===== src/rtl/glbl_reg_arb_pkg.sv =====
// Shared types and constants for the global config register bus arbiter.
//   state_e           : arbiter sequencing states
//   reg_cmd_t         : one latched register-bus command (wr/addr/wdata/be)
//   ERR_RDATA_DEFAULT : read data returned on a timed-out access
package glbl_reg_arb_pkg;

   localparam int unsigned NUM_MASTERS = 2;
   localparam int unsigned GNT_W       = $clog2(NUM_MASTERS);
   localparam int unsigned ADDR_W      = 8;
   localparam int unsigned DATA_W      = 32;
   localparam int unsigned BE_W        = 4;

   localparam logic [DATA_W-1:0] ERR_RDATA_DEFAULT = 32'hDEAD_BEEF;

   typedef enum logic [1:0] {
      IDLE = 2'd0,
      BUSY = 2'd1,
      RESP = 2'd2
   } state_e;

   typedef struct packed {
      logic              wr;
      logic [ADDR_W-1:0] addr;
      logic [DATA_W-1:0] wdata;
      logic [BE_W-1:0]   be;
   } reg_cmd_t;

endpackage


===== src/rtl/glbl_reg_arb.sv =====
// Two-master round-robin arbiter/sequencer for the global config register bus.
// Master 0 (host bridge) and master 1 (debug port) share one reg_cs/reg_ack
// slave port. Each access is latched at grant, held stable while BUSY, and
// answered with a one-cycle ack (plus err on timeout) in RESP.
// Ports:
//   mclk, reset          : clock, synchronous active-high reset
//   mN_reg_cs/wr/addr/   : master N request and command (N = 0, 1)
//   wdata/be
//   mN_reg_rdata/ack/err : master N response, valid only in the ack cycle
//   reg_cs/wr/addr/      : slave command, registered
//   wdata/be
//   reg_rdata, reg_ack   : slave response
module glbl_reg_arb
   import glbl_reg_arb_pkg::*;
#(
   parameter int unsigned       TIMEOUT_CYCLES = 255,
   parameter logic [DATA_W-1:0] ERR_RDATA      = ERR_RDATA_DEFAULT
) (
   input  logic              mclk,
   input  logic              reset,
   input  logic              m0_reg_cs,
   input  logic              m0_reg_wr,
   input  logic [ADDR_W-1:0] m0_reg_addr,
   input  logic [DATA_W-1:0] m0_reg_wdata,
   input  logic [BE_W-1:0]   m0_reg_be,
   output logic [DATA_W-1:0] m0_reg_rdata,
   output logic              m0_reg_ack,
   output logic              m0_reg_err,
   input  logic              m1_reg_cs,
   input  logic              m1_reg_wr,
   input  logic [ADDR_W-1:0] m1_reg_addr,
   input  logic [DATA_W-1:0] m1_reg_wdata,
   input  logic [BE_W-1:0]   m1_reg_be,
   output logic [DATA_W-1:0] m1_reg_rdata,
   output logic              m1_reg_ack,
   output logic              m1_reg_err,
   output logic              reg_cs,
   output logic              reg_wr,
   output logic [ADDR_W-1:0] reg_addr,
   output logic [DATA_W-1:0] reg_wdata,
   output logic [BE_W-1:0]   reg_be,
   input  logic [DATA_W-1:0] reg_rdata,
   input  logic              reg_ack
);

   // Counter is cleared on every BUSY exit, so it never needs to reach TIMEOUT_CYCLES.
   localparam int unsigned CNT_W = $clog2(TIMEOUT_CYCLES + 1);

   state_e            state_q;
   logic [GNT_W-1:0]  last_grant_q;
   logic [GNT_W-1:0]  grant_q;
   logic [CNT_W-1:0]  cnt_q;

   logic [GNT_W-1:0]  grant_d;
   reg_cmd_t          m0_cmd;
   reg_cmd_t          m1_cmd;
   reg_cmd_t          sel_cmd;
   logic              timeout_hit;
   logic              done;
   logic              resp_err;
   logic [DATA_W-1:0] resp_data;
   logic              to_m0;

   assign m0_cmd = {m0_reg_wr, m0_reg_addr, m0_reg_wdata, m0_reg_be};
   assign m1_cmd = {m1_reg_wr, m1_reg_addr, m1_reg_wdata, m1_reg_be};

   // Round-robin pick: on a tie the master that did not win last time goes.
   always_comb begin
      grant_d = GNT_W'(m1_reg_cs);
      if (m0_reg_cs && m1_reg_cs) begin
         grant_d = ~last_grant_q;
      end
   end

   assign sel_cmd = (grant_d == GNT_W'(1)) ? m1_cmd : m0_cmd;

   // Slave ack takes priority over a timeout landing on the same cycle.
   assign timeout_hit = (cnt_q == CNT_W'(TIMEOUT_CYCLES - 1));
   assign done        = reg_ack || timeout_hit;
   assign resp_err    = ~reg_ack;
   assign resp_data   = reg_ack ? reg_rdata : ERR_RDATA;
   assign to_m0       = (grant_q == GNT_W'(0));

   // Sequencer: IDLE -> BUSY (slave access) -> RESP (master ack) -> IDLE.
   always_ff @(posedge mclk) begin
      if (reset) begin
         state_q      <= IDLE;
         last_grant_q <= GNT_W'(1);
         grant_q      <= '0;
         cnt_q        <= '0;
         reg_cs       <= 1'b0;
         reg_wr       <= 1'b0;
         reg_addr     <= '0;
         reg_wdata    <= '0;
         reg_be       <= '0;
         m0_reg_ack   <= 1'b0;
         m0_reg_err   <= 1'b0;
         m0_reg_rdata <= '0;
         m1_reg_ack   <= 1'b0;
         m1_reg_err   <= 1'b0;
         m1_reg_rdata <= '0;
      end else begin
         // Responses are single-cycle pulses.
         m0_reg_ack   <= 1'b0;
         m0_reg_err   <= 1'b0;
         m0_reg_rdata <= '0;
         m1_reg_ack   <= 1'b0;
         m1_reg_err   <= 1'b0;
         m1_reg_rdata <= '0;

         unique case (state_q)
            IDLE: begin
               if (m0_reg_cs || m1_reg_cs) begin
                  grant_q      <= grant_d;
                  last_grant_q <= grant_d;
                  {reg_wr, reg_addr, reg_wdata, reg_be} <= sel_cmd;
                  reg_cs       <= 1'b1;
                  cnt_q        <= '0;
                  state_q      <= BUSY;
               end
            end
            BUSY: begin
               if (done) begin
                  reg_cs       <= 1'b0;
                  cnt_q        <= '0;
                  state_q      <= RESP;
                  m0_reg_ack   <= to_m0;
                  m0_reg_err   <= to_m0 & resp_err;
                  m0_reg_rdata <= to_m0 ? resp_data : '0;
                  m1_reg_ack   <= ~to_m0;
                  m1_reg_err   <= ~to_m0 & resp_err;
                  m1_reg_rdata <= to_m0 ? '0 : resp_data;
               end else begin
                  cnt_q <= cnt_q + CNT_W'(1);
               end
            end
            RESP: begin
               cnt_q   <= '0;
               state_q <= IDLE;
            end
            default: state_q <= IDLE;
         endcase
      end
   end

endmodule


===== config.mk =====
export PLATFORM = sky130hd
export DESIGN_NAME = glbl_reg_arb
export DESIGN_NICKNAME = d
export VERILOG_FILES = /design/src/rtl/glbl_reg_arb_pkg.sv /design/src/rtl/glbl_reg_arb.sv
export SDC_FILE = /design/constraint.sdc
export NUM_CORES = 1
export LEC_CHECK = 0
export ABC_AREA = 1
export CAP_MARGIN = 20
export CORE_MARGIN = 4
export CORE_UTILIZATION = 41
export CTS_CLUSTER_SIZE = 16
export DETAILED_ROUTE_END_ITERATION = 6
export PLACE_DENSITY_LB_ADDON = 0.3
export SLEW_MARGIN = 40
export SYNTH_ARGS = -nofsm -noshare
export SYNTH_HDL_FRONTEND = slang
export SYNTH_SLANG_ARGS = --single-unit

===== constraint.sdc =====
create_clock -name mclk -period 3.7 [get_ports mclk]
set_input_delay 0.74 -clock mclk [delete_from_list [all_inputs] [get_ports mclk]]
set_output_delay 0.74 -clock mclk [all_outputs]
set_load 0.005 [all_outputs]

==> metrics.cfg <==
[clock_tree]
root_buffer = clkbuf_8
numCtsBuffers = 17
cts_tree = built
ctsResizeCount = 0
path_clk_slew_ps = 70
cts.sinks = 126
clk_latency_ps = 500
cts_max_path_buffers = 2
hold_buffers = 0
cts-htree-levels = 4
postCtsSetupBuffers = 0

[drt]
vias = 4383
routed_via_density = 4.83
drc = 0
wire_per_inst_um = 15.3
dr.pass1.iters = 5
routed_wl_um = 13900
drtAntennaViolNets = 0
drt_iter0_markers = 261

[placed_design]
gp_congestion = 0.810
portBuffers = 240
hpwl_um = 10300
placed_area_um2 = 6800
pre_cts_slack_ps = 969

[worst_setup_path]
cp-start-kind = input pin
worst-setup-path-type = input pin to flip-flop
critPathArrivalTime_ps = 2620
rr_startpoint = state_q[1]$_SDFFE_PP0P_
required_ps = 4130
ff2ff_path_depth = 6
r2r-end = reg_wdata[12]$_SDFFE_PP0P_
cp-end-kind = flip-flop
r2r_slack_ps = 1750
path_max_fanout = 53

[sta]
tns_ps = 0
post-route-min-period_ps = 2190
max_freq_mhz = 456
setup_viol = 0
slew_violations = 0
relSlewSlack_pct = 49.3
fin_crit_sh_pct = 59.3
layout_setup_ws_ps = 1510
fin_skew_ps = 9.09
rsz0062_at_grt = false
hold_violations = 0
timing.hold.ws_ps = 474
tightest_slew_ps = 760

[final_layout]
finalNetCount = 888
drive_gt1_share_pct = 6.99
utilization_pct = 71.2
antennaDiodeCount = 0
final_area_um2 = 7380
areaGrowthSynthToFinish_pct = 68.6
fillers = 786

[power_and_ir_drop]
power.density_nw_per_um2 = 485
p_leak_uw = 0.00302
peakVddDrop_mv = 0.338

[hold_path]
min-delay-path-class = flip-flop to flip-flop
hold_path_depth = 2
holdPathEnd = last_grant_q$_SDFFE_PP1P_
hp-start = last_grant_q$_SDFFE_PP1P_

[synth]
synthSimpleGateAreaFrac_pct = 23.0
synth_edf_count = 0
yosysSeqAreaShare_pct = 57.6
synth_compound_area_share_pct = 12.8
synth.most_common_cell = nand2_1
syn_inst = 527
syn_nets = 656
synth_xor_area_share_pct = 0.200
synth.area.mux_share_pct = 0
synth_common_cells = nand2_1 (129), dfxtp_1 (126), nor2_1 (95)
synth_top_area_cell = dfxtp_1
synth_top_family_by_area = simple AND/OR/NAND/NOR gates
yosys.area_share.adder_pct = 0.572
synth.avg_cell_area_um2 = 8.30
synth.area.top_cells = dfxtp_1 (58%), nand2_1 (11%), nor2_1 (8.1%)
synthArstFlopShare_pct = 0
netlist.area_leader.share_pct = 57.6
synth_seq_cells = 126
syn_area_um2 = 4380
synth_cell_type_count = 21
synthFlopType = dfxtp_1
ys_warn_count = 0

[grt]
grt.overflow.total = 0
grt_max_degree = 54
grt_pass1_vias = 4522
grt_pass1_wl_um = 22300
grt_usage_pct = 22.1
antenna_found_initial = 0

[floorplan]
start_util_pct = 42.2
die_w_um = 111
ios = 241
rows = 37
core_um2 = 10400
die_area_um2 = 12400
die_y_um = 111

[flow_run]
max_cap_violations = 0

[status]
outcome = finished, final reports clean

## cell type report
class,instances,area [um2],area share [%]
Tap cell,136,170,2.31
Clock buffer,18,418,5.66
Inverter,21,78.8,1.07
Sequential cell,126,2520,34.2
Clock inverter,14,158,2.14
Timing Repair Buffer,244,2430,33.0
Multi-Input combinational cell,349,1600,21.7
## stage by stage
step / std cells / total power (uW)
6_report: 908 / 3580
5_1_grt: 908 / 3730
4_1_cts: 908 / 3610
3_5_place_dp: 876 / 2010
3_3_place_gp: 876 / 2000
2_1_floorplan: 527 / 1680
## flip-flops by register name, summed over array words and instances (netlist names)
| name | cells |
|---|---|
| m1_reg_ack | 1 |
| state_q | 2 |
| reg_cs | 1 |
| reg_wdata | 32 |
| m1_reg_err | 1 |
| reg_addr | 8 |
| reg_wr | 1 |
| m0_reg_ack | 1 |
| m1_reg_rdata | 32 |
| cnt_q | 8 |
| m0_reg_err | 1 |
| grant_q | 1 |
| last_grant_q | 1 |
| m0_reg_rdata | 32 |
| reg_be | 4 |
## cells by family after synthesis
kind of cell,Yosys count
flops,126
buf+inv,52
fa+ha+maj,2
simple gates,246
xor+xnor,1
compound gates,100
## worst max-delay path by stage
| stage | startpoint | endpoint | slack [ps] | cells past startpoint |
|---|---|---|---|---|
| global route | m0_reg_cs | reg_wdata[4]$_SDFFE_PP0P_ | 1350 | 6 |
| floorplan | reg_ack | m0_reg_rdata[10]$_SDFF_PP0_ | 2080 | 8 |
| finish | m0_reg_cs | reg_wdata[12]$_SDFFE_PP0P_ | 1510 | 6 |
| global placement | m1_reg_cs | reg_wdata[3]$_SDFFE_PP0P_ | 1060 | 6 |
| CTS | m0_reg_cs | reg_wdata[12]$_SDFFE_PP0P_ | 1520 | 6 |
| detailed placement | m0_reg_cs | reg_wdata[12]$_SDFFE_PP0P_ | 970 | 6 |
## critical path, cell delays in order
cell and delay (ps):
clkdlybuf4s50_1 540, o21ai_1 150, inv_2 570, buf_4 330, o21ai_0 120, a31oi_1 170
## layer usage
| metal | global-route usage, % | vias up | part of all wire (%) |
|---|---|---|---|
| li1 | - | 2172 | - |
| met3 | 8.57 | 32 | 9.6 |
| met2 | 39.5 | 203 | 50 |
| met4 | 8.92 | 0 | 2.1 |
| met5 | 0 | - | 0 |
| met1 | 23.3 | 1976 | 38 |
## cell usage in the layout (no fill, tap or decap), drive strengths merged, types with 4 or more instances in the layout
cell	Yosys	final
inv	21	27
nand3	8	8
clkbuf	14	18
dfxtp	126	126
nand2	135	135
o21ai	48	48
a31oi	45	45
nor2	103	103
clkdlybuf4s50	0	240
buf	17	4
clkinv	0	4
a21oi	6	6
## power by group
| part | total, uW | internal [uW] | switching, uW |
|---|---|---|---|
| Combinational | 506 | 293 | 213 |
| Sequential | 1470 | 1440 | 36.7 |
| Clock | 1600 | 973 | 627 |
(Power assumes the default switching activity.)
